### src/rtl/ps2_key_port_arbiter.sv
// Two-port round-robin arbiter in front of the shared PS/2 key-state memory.
// One read in flight at a time; the memory registers its address, so each read takes two cycles.
module ps2_key_port_arbiter #(
    parameter int unsigned ADDR_W = 9,
    parameter int unsigned DATA_W = 32
) (
    input  logic              clk,
    input  logic              rst,
    input  logic              req0_i,
    input  logic              req1_i,
    input  logic [ADDR_W-1:0] addr0_i,
    input  logic [ADDR_W-1:0] addr1_i,
    output logic              gnt0_o,
    output logic              gnt1_o,
    output logic [DATA_W-1:0] rdata0_o,
    output logic [DATA_W-1:0] rdata1_o,
    output logic              rvalid0_o,
    output logic              rvalid1_o,
    output logic [ADDR_W-1:0] mem_addr_o,
    input  logic [DATA_W-1:0] mem_data_i,
    output logic              busy_o
);

    typedef enum logic [1:0] {
        StIdle,
        StAddr,
        StRead
    } state_e;

    state_e              state_q, state_d;
    // Last-served port; it also names the owner of the read in flight.
    logic                last_q, last_d;
    logic [ADDR_W-1:0]   mem_addr_q, mem_addr_d;
    logic [1:0]          gnt_q, gnt_d;
    logic [1:0]          rvalid_q, rvalid_d;
    logic [DATA_W-1:0]   rdata0_q, rdata0_d;
    logic [DATA_W-1:0]   rdata1_q, rdata1_d;

    logic                any_req;
    logic                pick1;
    logic                grant;

    assign any_req = req0_i | req1_i;
    // On a tie the port that was not served last wins.
    assign pick1   = req1_i & (~req0_i | ~last_q);

    always_comb begin
        state_d    = state_q;
        last_d     = last_q;
        mem_addr_d = mem_addr_q;
        gnt_d      = 2'b00;
        rvalid_d   = 2'b00;
        rdata0_d   = rdata0_q;
        rdata1_d   = rdata1_q;
        grant      = 1'b0;

        unique case (state_q)
            StIdle: begin
                if (any_req) begin
                    grant   = 1'b1;
                    state_d = StAddr;
                end
            end
            StAddr: begin
                state_d = StRead;
            end
            StRead: begin
                if (last_q) begin
                    rdata1_d = mem_data_i;
                    rvalid_d = 2'b10;
                end else begin
                    rdata0_d = mem_data_i;
                    rvalid_d = 2'b01;
                end
                if (any_req) begin
                    grant   = 1'b1;
                    state_d = StAddr;
                end else begin
                    state_d = StIdle;
                end
            end
            default: begin
                state_d = StIdle;
            end
        endcase

        if (grant) begin
            last_d     = pick1;
            mem_addr_d = pick1 ? addr1_i : addr0_i;
            gnt_d      = pick1 ? 2'b10 : 2'b01;
        end
    end

    always_ff @(posedge clk or negedge rst) begin
        if (!rst) begin
            state_q    <= StIdle;
            last_q     <= 1'b1;
            mem_addr_q <= '0;
            gnt_q      <= 2'b00;
            rvalid_q   <= 2'b00;
            rdata0_q   <= '0;
            rdata1_q   <= '0;
        end else begin
            state_q    <= state_d;
            last_q     <= last_d;
            mem_addr_q <= mem_addr_d;
            gnt_q      <= gnt_d;
            rvalid_q   <= rvalid_d;
            rdata0_q   <= rdata0_d;
            rdata1_q   <= rdata1_d;
        end
    end

    assign gnt0_o     = gnt_q[0];
    assign gnt1_o     = gnt_q[1];
    assign rvalid0_o  = rvalid_q[0];
    assign rvalid1_o  = rvalid_q[1];
    assign rdata0_o   = rdata0_q;
    assign rdata1_o   = rdata1_q;
    assign mem_addr_o = mem_addr_q;
    assign busy_o     = (state_q != StIdle);

endmodule

### config.mk
export PLATFORM = sky130hd
export DESIGN_NAME = ps2_key_port_arbiter
export DESIGN_NICKNAME = d
export VERILOG_FILES = /design/src/rtl/ps2_key_port_arbiter.sv
export SDC_FILE = /design/constraint.sdc
export NUM_CORES = 1
export LEC_CHECK = 0
export CORE_MARGIN = 10
export CORE_UTILIZATION = 45
export CTS_CLUSTER_DIAMETER = 120
export DETAILED_ROUTE_END_ITERATION = 8
export PLACE_DENSITY = 0.85
export SETUP_SLACK_MARGIN = 0.5
export SYNTH_ARGS = -nofsm -noshare
export SYNTH_HDL_FRONTEND = slang
export SYNTH_SLANG_ARGS = --single-unit
### constraint.sdc
create_clock -name clk -period 3.15 [get_ports clk]
set_clock_uncertainty 0.2 [all_clocks]
set_input_delay 0.63 -clock clk [delete_from_list [all_inputs] [get_ports clk]]
set_output_delay 0.63 -clock clk [all_outputs]
set_load 0.01 [all_outputs]
==> run_results.csv, run 1 <==
group,metric,value,unit
floorplanning,io_pins,132,
synthesis,muxShareOfSynthArea,0.237,
pwr,leakage,1.96,nW
timing,setup_viol,0,
run,cap_viol_max_count,0,
clocking,htree_levels,3,
synthesis,ys.flop_type,"dfrtp_1",
routing,vias_per_cell,4.99,
floorplanning,coreArea,6460,sq um
synthesis,syn_area,3040,sq um
cells_and_area,syn_to_final_growth,51.6,%
synthesis,synth_xor_area_frac,0,
cells_and_area,fin_area,4610,sq um
synthesis,synth_nets,237,
hold_path,worstHoldPathType,"in2async",
synthesis,syn_inst,183,
critical_path,arrival,1.58,ns
place,port_buffers,131,
floorplanning,initial_core_util,0.470,
clocking,post-cts-setup-buffer-count,0,
timing,period_share,0.766,
global_route,grt_overflow,0,
synthesis,synthArstFlopShare,1.00,
clocking,cts_root_buf,"clkbuf_8",
clocking,cts_buffers,9,
cells_and_area,register_area,2000,sq um
clocking,clk_path_buf_depth,2,
timing,tightest_slew,0.971,ns
synthesis,synth.top_cells.by_count,"dfrtp_1, mux2_2, a221o_1, and2_1, buf_6",
floorplanning,dieArea,10400,sq um
routing,drcViolationCount,0,
timing,slew_headroom,0.353,
global_route,antenna_found_initial,0,
synthesis,synth_compound_area_frac,0.0404,
timing,finalHoldViolCount,0,
routing,num_vias,1997,
synthesis,syn_area_per_cell,16.6,sq um
clocking,cts_num_sinks,80,
cells_and_area,drive_gt1_frac,0.269,
synthesis,yosysTopAreaCell,"dfrtp_1",
global_route,grt_start_max_net_pins,81,
floorplanning,die_height,102,um
timing,rsz0062_at_grt,"no",
timing,holdWs,0.243,ns
place,gp_congestion,0.711,
pwr,total_power,4.36,mW
global_route,grt_pass1_wl,11.7,mm
run_status,status,"finished clean",
critical_path,crit_type,"reg2out",
routing,ant_nets,0,
critical_path,end_kind,"output port",
place,hpwl,5.53,mm
routing,dr.pass1.iters,4,
clocking,cts_hold_buf,0,
timing,final_max_slew_viol_count,0,
cells_and_area,nFillCells,464,
clocking,clock_latency,0.34,ns
cells_and_area,multiInputGateArea,938,sq um
floorplanning,die_x,102,um
global_route,grt_util_met2,0.240,
synthesis,synth_most_common_cell,"dfrtp_1",
clocking,cts_tree,"done",
cells_and_area,num_antenna_cells,0,
place,place_ws,0.869,ns
synthesis,yosysSeqAreaShare,0.659,
clocking,clkTransAtPathRegs,0.08,ns
global_route,grt-busiest-layer,"met2",
pwr,powerDensity,946,nW/um^2
timing,fin_setup_tns,0,ns
global_route,grtUsageTotal,0.145,
floorplanning,row_count,29,
synthesis,synth_top_family_by_area,"multiplexers",
cells_and_area,fin_cells,400,
pwr,peakVddDrop,0.517,mV
place,place_inst,384,
synthesis,synth_top_area_share,0.651,
critical_path,crit_fanout,5,
critical_path,crit_path_start_kind,"register",
global_route,grtUsageMet1,0.164,
critical_path,required,2.32,ns
routing,drtIter0Drc,25,
synthesis,synth.distinct_cells,19,
global_route,grt_pass1_vias,2221,
synthesis,ys_top_cells_by_area,"dfrtp_1, mux2_2, a221o_1, buf_6, and2_1",
synthesis,synth_edf_count,0,
critical_path,ff2ff_setup_slack,1.01,ns
routing,wl,7.50,mm
synthesis,synth-simple-area-share,0.0313,
global_route,use_met3,0.0601,
synthesis,synth_seq_cells,80,
clocking,cts_resized,0,
place,dpl-instance-area,4380,sq um
timing,fmax,0.415,GHz
synthesis,synthAdderAreaFrac,0,
routing,wl_per_cell,18.8,um
cells_and_area,nNetsFinal,372,
cells_and_area,final_util,0.713,
synthesis,yosysWarnings,0,
timing,min_period,2.41,ns
timing,worst_slack,0.738,ns
-- flip-flops by register name (all words and copies together) (netlist names) --
register,flops
mem_addr_o,9
rdata0_o,32
last_q,1
gnt_q,2
state_q,2
rvalid_q,2
rdata1_o,32
-- final timing paths --
| check | startpoint | end | cells past startpoint |
|---|---|---|---|
| worst max-delay path | state_q[0] | busy_o | 2 |
| worst min-delay path | rst | rdata1_o[27] | 1 |
| worst max register to register | last_q | rdata1_o[16] | 2 |
| worst min register to register | state_q[1] | state_q[1] | 1 |
| max in group asynchronous | rst | rdata0_o[9] | 1 |
| min in group clk | state_q[1] | state_q[1] | 1 |
-- cell type report --
type                            instances  area share
Sequential cell                        80       0.435
Timing Repair Buffer                  133       0.287
Multi-Input combinational cell         90       0.204
Clock buffer                           11      0.0329
Tap cell                               77      0.0209
Clock inverter                          5      0.0171
Inverter                                4     0.00326
-- where the power goes --
| part | switching [mW] | internal [mW] | leakage, nW |
|---|---|---|---|
| registers | 0.229 | 1.48 | 0.949 |
| logic | 0.643 | 1.16 | 0.889 |
| clock network | 0.356 | 0.488 | 0.119 |
| total | 1.23 | 3.13 | 1.96 |
-- critical path: stages, from the launching register on --
cell and delay (ns):
dfrtp_1 0.45, or2_2 0.29, clkdlybuf4s50_1 0.49
-- layout by cell type, fill, tap and decap left out --
master             n
clkinv_4           1
nand3_2            1
and2_1             9
buf_4              3
mux2_1             1
dfrtp_1           79
clkbuf_8          11
a221o_1            9
or2_2              1
clkdlybuf4s50_1  130
inv_2              1
bufinv_16          2
inv_1              3
a21o_1             1
mux2_2            63
nor2_1             1
a211oi_1           1
o21bai_1           1
clkinv_2           2
nor3b_4            1
dfstp_2            1
o211a_1            1
-- kinds of logic after synthesis --
group	Yosys count
compound gates	13
buf+inv	13
simple gates	13
mux	64
flops	80
-- routing by layer --
metal  share of wire  routed length [um]
met4           0.015                 109
met5               0                   0
met3           0.094                 706
met2            0.50                3750
met1            0.39                2940
No activity file was read; power rests on OpenSTA's default activity.
==> run 2, diff against run 1 <==
--- a/config.mk
+++ b/config.mk
@@ -6,10 +6,10 @@
 export NUM_CORES = 1
 export LEC_CHECK = 0
 export CORE_MARGIN = 10
-export CORE_UTILIZATION = 45
+export CORE_UTILIZATION = 38
 export CTS_CLUSTER_DIAMETER = 120
 export DETAILED_ROUTE_END_ITERATION = 8
-export PLACE_DENSITY = 0.85
+export PLACE_DENSITY = 0.76
 export SETUP_SLACK_MARGIN = 0.5
 export SYNTH_ARGS = -nofsm -noshare
 export SYNTH_HDL_FRONTEND = slang
==> constraint.sdc (replaced) <==
create_clock -name clk -period 2 [get_ports clk]
set_clock_uncertainty 0.2 [all_clocks]
set_input_delay 0.4 -clock clk [delete_from_list [all_inputs] [get_ports clk]]
set_output_delay 0.4 -clock clk [all_outputs]
set_load 0.01 [all_outputs]
==> run 2 against run 1 <==
Combinational power is 71% higher. Hold slack better by 0.048 ns. Routed wire length is 21% higher. Critical path depth is 3 higher. Non-clock buffer count is 41 higher. Final cell count is 17% higher. Global-route usage is 1.1 points lower. Utilization is 6.7 points lower. First-iteration DRC count is 64% higher. Final area is 9.0% higher. Sequential share of layout area is 3.6 points lower. Clock power is 18% higher. Critical path type is now reg2reg. Largest cell class unchanged. Highest routed layer unchanged.
==> run_results.csv, run 2 (same netlist as run 1, synthesis figures left out) <==
group,metric,value,unit
run_status,status,"finished clean",
pwr,leakage,2.36,nW
timing,final_max_slew_viol_count,0,
pwr,comb_power_share,0.449,
cells_and_area,final_util,0.646,
pwr,peakVddDrop,0.812,mV
critical_path,worst_path_max_delay_cell,"dfrtp_1",
timing,tightest_slew,0.468,ns
critical_path,crit_type,"reg2reg",
timing,min_period,1.69,ns
floorplanning,initial_core_util,0.391,
routing,dr.pass1.iters,4,
clocking,clkTransAtPathRegs,0.08,ns
place,gp_congestion,0.730,
critical_path,ff2ff_setup_slack,0.31,ns
place,port_buffers,131,
routing,drcViolationCount,0,
cells_and_area,num_antenna_cells,0,
hold_path,holdPathStages,1,
floorplanning,io_pins,132,
clocking,cts_buffers,9,
critical_path,crit_family,"buffers and inverters",
routing,vias_per_cell,4.73,
clocking,clock_latency,0.34,ns
place,place_inst,415,
routing,wl,9.04,mm
routing,drtIter0Drc,41,
pwr,seqPwrFrac,0.405,
clocking,htree_levels,3,
routing,num_vias,2212,
cells_and_area,nNetsFinal,415,
floorplanning,die_x,109,um
pwr,p_sw,2.13,mW
routing,wl_per_cell,19.3,um
routing,ant_nets,0,
place,place_ws,0.0137,ns
critical_path,worstReg2RegStart,"state_q[0]",
clocking,cts_tree,"done",
critical_path,r2r_cells,5,
floorplanning,row_count,32,
global_route,grt_start_max_net_pins,37,
pwr,powerDensity,1360,nW/um^2
critical_path,end_kind,"register",
hold_path,hp-start,"rdata0_o[27]",
place,dpl-instance-area,4470,sq um
cells_and_area,fin_cells,468,
cells_and_area,register_area,2000,sq um
pwr,total_power,6.82,mW
clocking,cts_root_buf,"clkbuf_8",
clocking,clk_path_buf_depth,2,
global_route,grt_pass1_wl,12.7,mm
cells_and_area,final_common_cell,"dfrtp_1",
cells_and_area,nFillCells,583,
cells_and_area,final_cell_mix,"dfrtp_1, clkdlybuf4s50_1, mux2_2, buf_2, buf_6",
hold_path,min_to,"rdata0_o[27]",
cells_and_area,syn_to_final_growth,65.2,%
timing,holdWs,0.291,ns
timing,fmax,0.591,GHz
floorplanning,die_height,109,um
global_route,antenna_found_initial,0,
timing,setup_viol,0,
floorplanning,dieArea,12000,sq um
timing,rsz0062_at_grt,"yes",
global_route,grt_pass1_vias,2384,
critical_path,cp_num_buf_inv,3,
place,hpwl,5.90,mm
timing,fin_setup_tns,0,ns
critical_path,path_cells,"buf_6 > nor3b_4 > buf_4 > clkbuf_16 > mux2_2",
hold_path,worstHoldPathType,"reg2reg",
critical_path,arrival,1.72,ns
clocking,cts_num_sinks,80,
pwr,power.internal,4.69,mW
cells_and_area,drive_gt1_frac,0.585,
run,cap_viol_max_count,0,
timing,finalHoldViolCount,0,
critical_path,slowest_delay,0.39,ns
cells_and_area,multiInputGateArea,1090,sq um
floorplanning,coreArea,7770,sq um
global_route,grt_overflow,0,
critical_path,timing.rr.end,"rdata0_o[5]",
timing,slew_headroom,0.688,
timing,period_share,0.846,
pwr,p_sw_frac,0.312,
critical_path,required,2.03,ns
critical_path,crit_path_start_kind,"register",
global_route,grtUsageTotal,0.134,
cells_and_area,fin_area,5020,sq um
critical_path,crit_fanout,10,
timing,worst_slack,0.309,ns
pwr,pwr-share-clk,0.146,
run 2: cell types whose count changed in the layout (fill, tap and decap cells not counted), sizes merged:
| cell | previous run | this run |
|---|---|---|
| clkdlybuf4s50 | 130 | 50 |
| dlygate4sd3 | 0 | 1 |
| clkinvlp | 0 | 2 |
| o21bai | 1 | 2 |
| o211a | 1 | 2 |
| bufinv | 2 | 0 |
| clkbuf | 11 | 13 |
| dlymetal6s2s | 0 | 1 |
| buf | 3 | 119 |
| dlygate4sd2 | 0 | 1 |
run 2: what timing repair did:
action,in CTS,in global routing
setup buffers,14,14
pin swaps,3,20
setup endpoints to repair,151,126
hold endpoints to repair,33,0
hold buffers,1,0
gates cloned,2,6
resized for setup,335,71
run 2: final cells by class:
class	instances	share of cell area
Sequential cell	80	0.399
Timing Repair Buffer	174	0.323
Multi-Input combinational cell	92	0.217
Clock buffer	11	0.0262
Tap cell	102	0.0254
Clock inverter	5	0.00673
Inverter	4	0.00349
run 2: worst max path at each step:
| stage | startpoint | endpoint | slack, ns | cells past startpoint |
|---|---|---|---|---|
| 2_1_floorplan | state_q[0] | rdata0_o[0] | 0.43 | 3 |
| 3_3_place_gp | req1_i | mem_addr_o[4] | 0.05 | 4 |
| 3_5_place_dp | req1_i | mem_addr_o[4] | 0.01 | 4 |
| 4_1_cts | state_q[0] | busy_o | 0.30 | 2 |
| 5_1_grt | state_q[0] | busy_o | 0.26 | 2 |
| 6_report | state_q[0] | rdata0_o[5] | 0.31 | 5 |
run 2: power by group through the flow:
| stage | Clock, mW | Combinational, mW | Sequential [mW] |
|---|---|---|---|
| 6_report | 0.997 | 3.07 | 2.76 |
| 5_1_grt | 1.11 | 3.28 | 2.85 |
| 4_1_cts | 1.03 | 2.44 | 2.68 |
| 3_5_place_dp | 0 | 2.92 | 2.74 |
| 3_3_place_gp | 0 | 2.86 | 2.70 |
| 2_1_floorplan | 0 | 0.749 | 3.05 |
run 2: metal layers:
| metal | GRT usage | share of wire | vias up |
|---|---|---|---|
| met1 | 0.144 | 0.39 | 1108 |
| met4 | 0.0353 | 0.019 | 0 |
| met5 | 0 | 0 | - |
| li1 | - | - | 1013 |
| met2 | 0.233 | 0.51 | 79 |
| met3 | 0.0650 | 0.085 | 12 |
==> run 3, diff against run 2 <==
--- a/config.mk
+++ b/config.mk
@@ -6,10 +6,10 @@
 export NUM_CORES = 1
 export LEC_CHECK = 0
 export CORE_MARGIN = 10
-export CORE_UTILIZATION = 38
+export CORE_UTILIZATION = 42
 export CTS_CLUSTER_DIAMETER = 120
 export DETAILED_ROUTE_END_ITERATION = 8
-export PLACE_DENSITY = 0.76
+export PLACE_DENSITY = 0.8
 export SETUP_SLACK_MARGIN = 0.5
 export SYNTH_ARGS = -nofsm -noshare
 export SYNTH_HDL_FRONTEND = slang
==> constraint.sdc (replaced) <==
create_clock -name clk -period 1.7 [get_ports clk]
set_clock_uncertainty 0.2 [all_clocks]
set_input_delay 0.34 -clock clk [delete_from_list [all_inputs] [get_ports clk]]
set_output_delay 0.34 -clock clk [all_outputs]
set_load 0.01 [all_outputs]
==> run 3 against run 2 <==
Utilization rose by 13 points. Critical path depth fell by 1. Flip-flop and latch count stayed put.
==> run_results.csv, run 3 (same netlist as run 1, synthesis figures left out) <==
group,metric,value,unit
run_status,status,"finished clean",
cells_and_area,fin_cells,482,
timing,fin_setup_tns,0,ns
cells_and_area,nFillCells,437,
floorplanning,initial_core_util,0.440,
cells_and_area,drive_gt1_frac,0.614,
floorplanning,io_pins,132,
place,place_ws,-0.241,ns
clocking,htree_levels,3,
cells_and_area,nNetsFinal,435,
global_route,grt_overflow,0,
critical_path,path_cells,"nand3_4 > buf_12 > buf_16 > mux2_4",
cells_and_area,final_common_cell,"dfrtp_1",
place,hpwl,6.16,mm
floorplanning,row_count,30,
timing,worst_slack,0.0216,ns
run,cap_viol_max_count,0,
global_route,antenna_found_initial,0,
routing,wl_per_cell,19.8,um
cells_and_area,final_cell_mix,"dfrtp_1, buf_6, clkdlybuf4s50_1, buf_4, mux2_4",
routing,wl,9.57,mm
critical_path,worst_path_max_delay_cell,"dfstp_2",
clocking,clk_path_buf_depth,2,
timing,tightest_slew,0.278,ns
global_route,grt_start_max_net_pins,47,
place,place_inst,412,
clocking,clkTransAtPathRegs,0.08,ns
timing,final_max_slew_viol_count,0,
critical_path,crit_family,"flip-flops",
critical_path,crit_type,"reg2reg",
hold_path,worstHoldPathType,"in2async",
critical_path,crit_path_start_kind,"register",
timing,finalHoldViolCount,0,
floorplanning,die_x,105,um
clocking,cts_buffers,9,
place,port_buffers,131,
routing,dr.pass1.iters,4,
floorplanning,die_height,105,um
timing,setup_viol,0,
clocking,cts_root_buf,"clkbuf_8",
routing,ant_nets,0,
timing,min_period,1.68,ns
critical_path,crit_fanout,5,
critical_path,arrival,1.70,ns
timing,fmax,0.596,GHz
pwr,leakage,2.59,nW
floorplanning,coreArea,6910,sq um
routing,drcViolationCount,0,
clocking,cts_tree,"done",
critical_path,cp_num_cells,4,
floorplanning,dieArea,11000,sq um
clocking,cts_num_sinks,80,
routing,vias_per_cell,4.74,
critical_path,slowest_delay,0.63,ns
critical_path,end_kind,"register",
critical_path,r2r_cells,4,
global_route,grt_pass1_wl,13.9,mm
global_route,grt_pass1_vias,2435,
pwr,powerDensity,1650,nW/um^2
pwr,peakVddDrop,0.997,mV
critical_path,cp_num_buf_inv,2,
timing,period_share,0.987,
critical_path,worstReg2RegStart,"last_q",
timing,slew_headroom,0.815,
place,gp_congestion,0.751,
critical_path,required,1.73,ns
routing,num_vias,2283,
clocking,clock_latency,0.33,ns
critical_path,startpoint,"last_q",
cells_and_area,num_antenna_cells,0,
routing,drtIter0Drc,37,
global_route,grtUsageTotal,0.160,
cells_and_area,syn_to_final_growth,76.6,%
timing,rsz0062_at_grt,"yes",
-- run 3: cell count changes in the layout (fill, tap and decap cells not counted), sizes merged --
cell          change
dlymetal6s2s      -1
dlygate4sd2       +1
clkinvlp          -1
bufinv            +1
clkinv            +3
clkbuf            -4
inv               -1
buf              +22
-- run 3: cell type report --
type	instances	area, sq um	share of cell area
tap	96	120	0.0224
inverter	4	22.5	0.00420
clock inverter	7	62.6	0.0117
clock buffer	9	124	0.0231
sequential	80	2000	0.373
timing repair buffer	194	1870	0.348
multi-input combinational	92	1170	0.218
-- run 3: path summary, 6_finish.rpt --
kind                                      to  slack [ns]
worst max-delay path            rdata1_o[24]        0.02
worst min register to register  rdata1_o[20]        0.31
worst max register to register  rdata1_o[24]        0.02
min in group clk                rdata1_o[20]        0.31
worst min-delay path            rdata1_o[13]        0.31
max in group asynchronous             last_q        0.70
-- run 3: where the power goes --
group | switching [mW] | leakage, nW | internal (mW)
combinational | 1.49 | 1.54 | 2.75
clock | 0.666 | 0.0985 | 0.665
sequential | 0.531 | 0.949 | 2.75
total | 2.69 | 2.59 | 6.17
-- run 3: worst reg2reg max path: stages, from the launching register on --
cell	delay, ns
dfstp_2	0.63
nand3_4	0.16
buf_12	0.17
buf_16	0.12
mux2_4	0.29
-- run 3: stage by stage --
step	hold slack (ns)	cell area [sq um]	utilization	power (mW)
after CTS	0.306	4950	0.717	8.11
final	0.305	5370	0.777	8.86
after detailed placement	0.126	4550	0.659	6.71
after global placement	0.126	4550	0.659	6.58
after floorplan	-0.156	3060	-	4.48
after global routing	0.318	5370	0.777	9.33
-- run 3: layer usage --
metal,vias to the layer above,global-route usage,wire length (um)
met5,-,0,0
met2,76,0.278,5030
met3,8,0.0645,637
met1,1142,0.174,3820
li1,1057,-,-
met4,0,0.0471,78
-- run 3: what timing repair did --
item	in CTS	in global routing
gates resized for setup	382	44
hold buffers	1	0
setup endpoints to repair	157	157
pin swaps	3	2
cloned	6	1
setup buffers	20	26
hold endpoints to repair	79	0
